### src/rtl/if_fetch_unit.sv
// Instruction fetch unit: one-outstanding-request fetcher with a hazard
// stall (freeze), single-cycle branch redirect and a registered output stage.
module if_fetch_unit #(
    parameter int                    WORD_WIDTH = 32,
    parameter logic [WORD_WIDTH-1:0] RESET_PC   = '0
) (
    input  logic                  clk,
    input  logic                  rst,
    input  logic                  freeze,
    input  logic                  branch_taken,
    input  logic [WORD_WIDTH-1:0] branch_addr,
    output logic                  imem_req,
    output logic [WORD_WIDTH-1:0] imem_addr,
    input  logic                  imem_ready,
    input  logic [WORD_WIDTH-1:0] imem_rdata,
    output logic [WORD_WIDTH-1:0] pc_out,
    output logic [WORD_WIDTH-1:0] instruction_out,
    output logic                  fetch_valid,
    output logic [1:0]            dbg_state
);

    // Handshake: imem_req is accepted in the cycle it is high; imem_ready
    // marks imem_rdata valid for the single outstanding request, one or
    // more cycles later. fetch_valid qualifies pc_out/instruction_out until
    // a cycle with freeze=0 consumes them.
    typedef enum logic [1:0] {
        ST_REQ   = 2'd0,
        ST_WAIT  = 2'd1,
        ST_VALID = 2'd2,
        ST_DROP  = 2'd3
    } state_t;

    localparam logic [WORD_WIDTH-1:0] PC_STEP = WORD_WIDTH'(4);

    state_t                state_q, state_d;
    logic [WORD_WIDTH-1:0] pc_q, pc_d;
    logic [WORD_WIDTH-1:0] pc_out_q, pc_out_d;
    logic [WORD_WIDTH-1:0] instr_q, instr_d;
    logic                  valid_q, valid_d;
    logic                  req_c;
    logic [WORD_WIDTH-1:0] pc_plus4;

    assign pc_plus4 = pc_q + PC_STEP;

    always_ff @(posedge clk or posedge rst) begin
        if (rst) begin
            state_q  <= ST_REQ;
            pc_q     <= RESET_PC;
            pc_out_q <= '0;
            instr_q  <= '0;
            valid_q  <= 1'b0;
        end else begin
            state_q  <= state_d;
            pc_q     <= pc_d;
            pc_out_q <= pc_out_d;
            instr_q  <= instr_d;
            valid_q  <= valid_d;
        end
    end

    always_comb begin
        state_d  = state_q;
        pc_d     = pc_q;
        pc_out_d = pc_out_q;
        instr_d  = instr_q;
        valid_d  = valid_q;
        req_c    = 1'b0;

        case (state_q)
            ST_REQ: begin
                req_c   = 1'b1;
                state_d = ST_WAIT;
            end
            ST_WAIT: begin
                if (imem_ready) begin
                    pc_out_d = pc_plus4;
                    instr_d  = imem_rdata;
                    valid_d  = 1'b1;
                    pc_d     = pc_plus4;
                    state_d  = ST_VALID;
                end
            end
            ST_VALID: begin
                // Consuming the presented word and fetching the next one
                // happen in the same cycle.
                if (!freeze) begin
                    req_c    = 1'b1;
                    pc_out_d = '0;
                    instr_d  = '0;
                    valid_d  = 1'b0;
                    state_d  = ST_WAIT;
                end
            end
            ST_DROP: begin
                if (imem_ready) begin
                    state_d = ST_REQ;
                end
            end
            default: state_d = ST_REQ;
        endcase

        // A redirect beats everything, including freeze. A response still in
        // flight must be drained in DROP before the new target is requested.
        if (branch_taken) begin
            req_c    = 1'b0;
            pc_d     = branch_addr;
            pc_out_d = '0;
            instr_d  = '0;
            valid_d  = 1'b0;
            if ((state_q == ST_WAIT || state_q == ST_DROP) && !imem_ready) begin
                state_d = ST_DROP;
            end else begin
                state_d = ST_REQ;
            end
        end
    end

    assign imem_req        = req_c;
    assign imem_addr       = pc_q;
    assign pc_out          = pc_out_q;
    assign instruction_out = instr_q;
    assign fetch_valid     = valid_q;
    assign dbg_state       = state_q;

endmodule

### config.mk
export PLATFORM = sky130hd
export DESIGN_NAME = if_fetch_unit
export DESIGN_NICKNAME = d
export VERILOG_FILES = /design/src/rtl/if_fetch_unit.sv
export SDC_FILE = /design/constraint.sdc
export NUM_CORES = 1
export LEC_CHECK = 0
export BUFFER_PORTS_ARGS = -buffer_cell sky130_fd_sc_hd__buf_4
export CAP_MARGIN = 20
export CORE_ASPECT_RATIO = 0.75
export CORE_MARGIN = 2
export CORE_UTILIZATION = 40
export DETAILED_ROUTE_END_ITERATION = 8
export GPL_ROUTABILITY_DRIVEN = 0
export PLACE_DENSITY_LB_ADDON = 0.25
export SYNTH_ARGS = -nofsm -noshare
export SYNTH_HDL_FRONTEND = slang
export SYNTH_SLANG_ARGS = --single-unit
export TNS_END_PERCENT = 5
### constraint.sdc
create_clock -name clk -period 5.7 [get_ports clk]
set_input_delay 0.57 -clock clk [delete_from_list [all_inputs] [get_ports clk]]
set_output_delay 0.57 -clock clk [all_outputs]
set_load 0.02 [all_outputs]
## Word-level counts from Yosys, hierarchy flattened

Cells that the tools add are included.
W data, S select, Z words.

| word-level totals | value |
|---|---|
| register bits | 99 |
| bits of input ports | 69 |

| operators by class | value |
|---|---|
| eq/ne operators | 6 |
| muxes and demuxes | 22 |
| add/subtract/negate cells | 1 |
| reduce and logical (&&, ||, !) cells | 10 |

Operator list:

| kind | count |
|---|---|
| $mux W32 | 7 |
| $pmux W32 S2 | 2 |
| $add A32 B3 Y32 const B | 1 |
| $mux W2 | 5 |
| $ne A3 B3 Y1 const B | 3 |
| $pmux W2 S4 | 1 |
| $reduce_and A3 Y1 | 2 |
| $mux W1 | 5 |
| $eq A2 B2 Y1 const B | 2 |
| $pmux W1 S2 | 2 |
| $reduce_bool A2 Y1 | 2 |
| $reduce_bool A3 Y1 | 1 |
| $eq A2 B1 Y1 const B | 1 |
| $logic_not A2 Y1 | 1 |
| $reduce_and A2 Y1 | 1 |
| $logic_and A1 B1 Y1 | 1 |
| $logic_not A1 Y1 | 1 |
| $logic_or A1 B1 Y1 | 1 |

## Logic depth before layout (Yosys ltp)

| logic depth | value |
|---|---|
| depth in word-level cells | 5 |
| gate-level depth with buffers | 8 |
| mapped depth without buffers | 6 |

## Least setup slack after synthesis

Ideal clock, no wire load.

| timing | value |
|---|---|
| path type | input port to output port |
| start point | input port branch_taken |
| end point | output port imem_req |
| buffers on the path | 1 |
| cell stages on the path | 2 |
| required time | 5.130 ns |
| arrival | 1.361 ns |
| slack | 3.769 ns |
| cell sequence | buf_1 a211oi_1 |

| between the ends | value |
|---|---|
| word-level cells in the longest chain between the ends | 1 |

Ends and longest elaborated chain:

| what | RTL line | RTL |
|---|---|---|
| start: declaration | 10 | `input logic branch_taken,` |
| $mux W1 | 104 | `if (branch_taken) begin` |
| end: declaration | 12 | `output logic imem_req,` |

No other way between the ends.

## Final worst setup path

| timing | value |
|---|---|
| start point | register state_q[0], in the netlist dbg_state[0] |
| end point | register pc_out_q[14], in the netlist pc_out[14] |

| between the ends | value |
|---|---|
| word-level cells in the longest chain between the ends | 3 |
| elaborated cells between the ends (all ways) | 8 |

Ends and longest elaborated chain:

| what | RTL line | RTL |
|---|---|---|
| start: declaration | 35 | `state_t state_q, state_d;` |
| start signal: assignment | 53 | `state_q <= state_d;` |
| $eq A2 B1 Y1 / $eq A2 B2 Y1 (equally long branches) | 69 | `case (state_q)` |
| $ne A3 B3 Y1 (no line) (tied with other cells) | n/a |  |
| $reduce_and A3 Y1 (no line) / $mux W32 (equally long branches) | n/a |  |
| end signal: assignment | 55 | `pc_out_q <= pc_out_d;` |
| end: declaration | 37 | `logic [WORD_WIDTH-1:0] pc_out_q, pc_out_d;` |

Several ways; a longest one is shown, not always the timed one.
A chain may end at the register's enable or synchronous reset.

==> results.md <==
* Core Rows at 34
* PwrDens at 307 mW/mm²
* Status: completed
* Initial Utilization at 40.6%
* Residual DRC count at 0
* Final WL at 12400 µm
* CP bufs+invs at 1
* Post-DR wirelength/cell at 16.4 µm
* Critical Path Sink: pc_out[14]
* RSZ-0062 raised after global routing: false
* Die width at 129 µm
* Slowest CP cell: nor2_1
* Post-CTS Setup Bufs at 0
* R2r startpoint: dbg_state[0]
* Post-route setup TNS at 0 ns
* Crit path from: dbg_state[0]
* Metal-1 WL at 6020 µm
* Measured slew at the worst slew-check pin at 0.999 ns
* Core area at 0.0115 mm²
* Max Cap Violations at 0
* Sw Ratio at 29.0%
* Upper clock frequency limit at 0.457 GHz
* Final min period at 2.19 ns
* Nets at 677
* FF-to-FF End: pc_out[14]
* Int Pwr at 1.39 mW
* Maximum vdd drop at 0.000164 V
* Ys flop type: dfrtp_1
* Crit path depth at 5
* Syn nets at 525
* Routed length on met2 at 5400 µm
* Synth top area share at 53.1%
* Synth Register Bits at 99
* Initial antenna violation count at 0
* WP data required at 5.93 ns
* Worst r2r path cells at 5
* IO buf count at 168
* Diodes inserted at 0
* Seq/Total Area, Yosys at 53.1%
* Cell leakage power at 3.00 nW
* Inserted Clock Buffers at 9
* CP peak stage delay at 0.76 ns
* Vias in the first global route at 3806
* Mapped cell area at 0.00466 mm²
* Post-synth top area cell: dfrtp_1
* Area delta synth->final at 36.4%
* Setup slack, reg-to-reg at 3.51 ns
* Startpoint types: flop
* Setup CP Type: reg2reg
* Most frequent cell after synthesis: dfrtp_1
* Pre-antenna DRT Iters at 4
* Adder-Cell Fraction of Synth Area at 0.268%
* Complex-gate fraction of the synthesized area at 13.8%
* Later-pin clock latency in the skew report at 0.34 ns
* Combinational share of power at 20.9%
* Gr ovfl total at 0
* Final Max Slew Viols at 0
* Tightest Hold Check Type: in2async
* Mean Syn Cell Area at 10.2 µm²
* Initial DRC count at 159
* Largest driver fanout on the critical path at 40
* Global Route Usage Sum at 20.2%
* Antenna-violating nets left at 0
* Worst Skew at 0.00655 ns
* Clock slew at reported path FFs at 0.07 ns
* Critical-path cell list: nand2_1, nor2_1, nor3_2, buf_4, a22o_1
* Period utilisation layout at 38.4%
* Clock Sink Count at 99
* Htree depth at 3
* Die ar. at 0.0125 mm²
* Share of power burned in registers at 43.2%
* Vias at 3871
* Slew HR at 33.2%
* CTS tree: done
* CP arrival at 2.42 ns
* Final setup violating endpoints at 0
* Number of synthesis warnings at 0
* Layout cell share with drive strength beyond 1 at 33.8%
* Post-synthesis simple-gate area fraction at 18.2%
* Post-synthesis mux area share at 0.698%
* Clk buf depth at 2
* CP endpoint kind: flop
* DPL Wire Length at 9000 µm
* DR vias/cell at 5.12
* Cell variety after synth at 37
* Post-CTS sizing at 0
* Post-Synth XOR/XNOR Area at 10.9%
* Largest family of logic cells by synthesized area: simple AND/OR/NAND/NOR gates
* Ys async rst share at 100%
* Top Layer Used: met4
* # IOs at 169
* Die span in y at 97.5 µm
* Metal3 WL at 821 µm
* Pin count of the biggest net entering global routing at 70
* Hold Buf Count CTS at 0
* Clk pwr share at 35.9%
* Commonest cells in the synthesized netlist: dfrtp_1, nand2_1, xor2_1, o21ai_0, a22o_1
* Net Switching at 567 µW
* Top Family by Delay on Critical Path: simple AND/OR/NAND/NOR gates
* First-pass GRT wire length at 20000 µm
* EDFF count, synth at 0
* Largest cells by area after synthesis: dfrtp_1, xor2_1, nand2_1
* Final Util at 55.4%
* Post-Synthesis Cells at 455
* Root Buffer: clkbuf_16
* Number of hold violations in the final report at 0
## stage by stage
step	area (µm²)	std cells	hold WS (ns)	setup slack, ns	power (mW)
final	6360	756	0.213	3.51	1.95
after global routing	6360	756	0.243	3.28	2.04
after CTS	6360	756	0.216	3.49	1.98
after detailed placement	6010	740	0.478	3.33	1.27
after global placement	6010	740	0.467	3.38	1.26
after floorplan	4660	455	0.582	2.54	1.07
## layout by cell type, fill, tap and decap left out, types with 2 or more instances in the layout
| cell type | count |
|---|---|
| nor3_1 | 7 |
| buf_4 | 172 |
| clkbuf_16 | 9 |
| nor4_1 | 2 |
| o21ai_2 | 3 |
| nor4_4 | 2 |
| xnor2_1 | 14 |
| dfrtp_1 | 99 |
| a22o_1 | 36 |
| nor2_2 | 2 |
| nor3_4 | 2 |
| o21ai_1 | 14 |
| nand3_1 | 20 |
| nand3_2 | 2 |
| clkinv_4 | 2 |
| bufinv_16 | 3 |
| xor2_1 | 44 |
| nor2_1 | 14 |
| nand4_1 | 17 |
| mux2_2 | 2 |
| nand2_1 | 85 |
| and3_1 | 2 |
| o21ai_0 | 41 |
## registers in the layout (all words and copies together) (netlist names)
signal	count
imem_addr	32
instruction_out	32
pc_out	32
dbg_state	2
fetch_valid	1
## power groups by stage
stage / Clock, mW / Sequential [mW] / Combinational, mW
floorplan: 0 / 0.909 / 0.165
global placement: 0 / 0.853 / 0.406
detailed placement: 0 / 0.856 / 0.411
CTS: 0.724 / 0.843 / 0.412
global route: 0.748 / 0.855 / 0.439
finish: 0.702 / 0.843 / 0.407
## logic make-up after synthesis
kind of cell | count (synthesis)
AO/OA/AOI/OAI | 97
multiplexers | 3
AND/OR/NAND/NOR | 164
XOR/XNOR | 58
buffers and inverters | 33
flip-flops | 99
adder cells (fa/ha/maj) | 1
## metal layers
layer	vias up	track usage, %
li1	1884	-
met1	1824	30.1
met2	149	29.7
met3	14	4.74
met4	0	5.27
met5	-	0
## worst min-delay path by stage
stage	start	endpoint	slack, ns	cells after the start
2_1_floorplan	pc_out[15]	pc_out[15]	0.58	2
3_3_place_gp	pc_out[5]	pc_out[5]	0.47	2
3_5_place_dp	pc_out[12]	pc_out[12]	0.48	2
4_1_cts	rst	dbg_state[1]	0.22	2
5_1_grt	rst	pc_out[25]	0.24	2
6_report	rst	pc_out[25]	0.21	2
## final cells by class
cell class,instances,area [µm²]
Tap cell,144,180
Timing Repair Buffer,172,1290
Fill cell,1025,5120
Multi-Input combinational cell,323,2050
Sequential cell,99,2480
Inverter,2,10.0
Clock buffer,10,239
Clock inverter,6,113
Power figures use the tool's default switching activity.
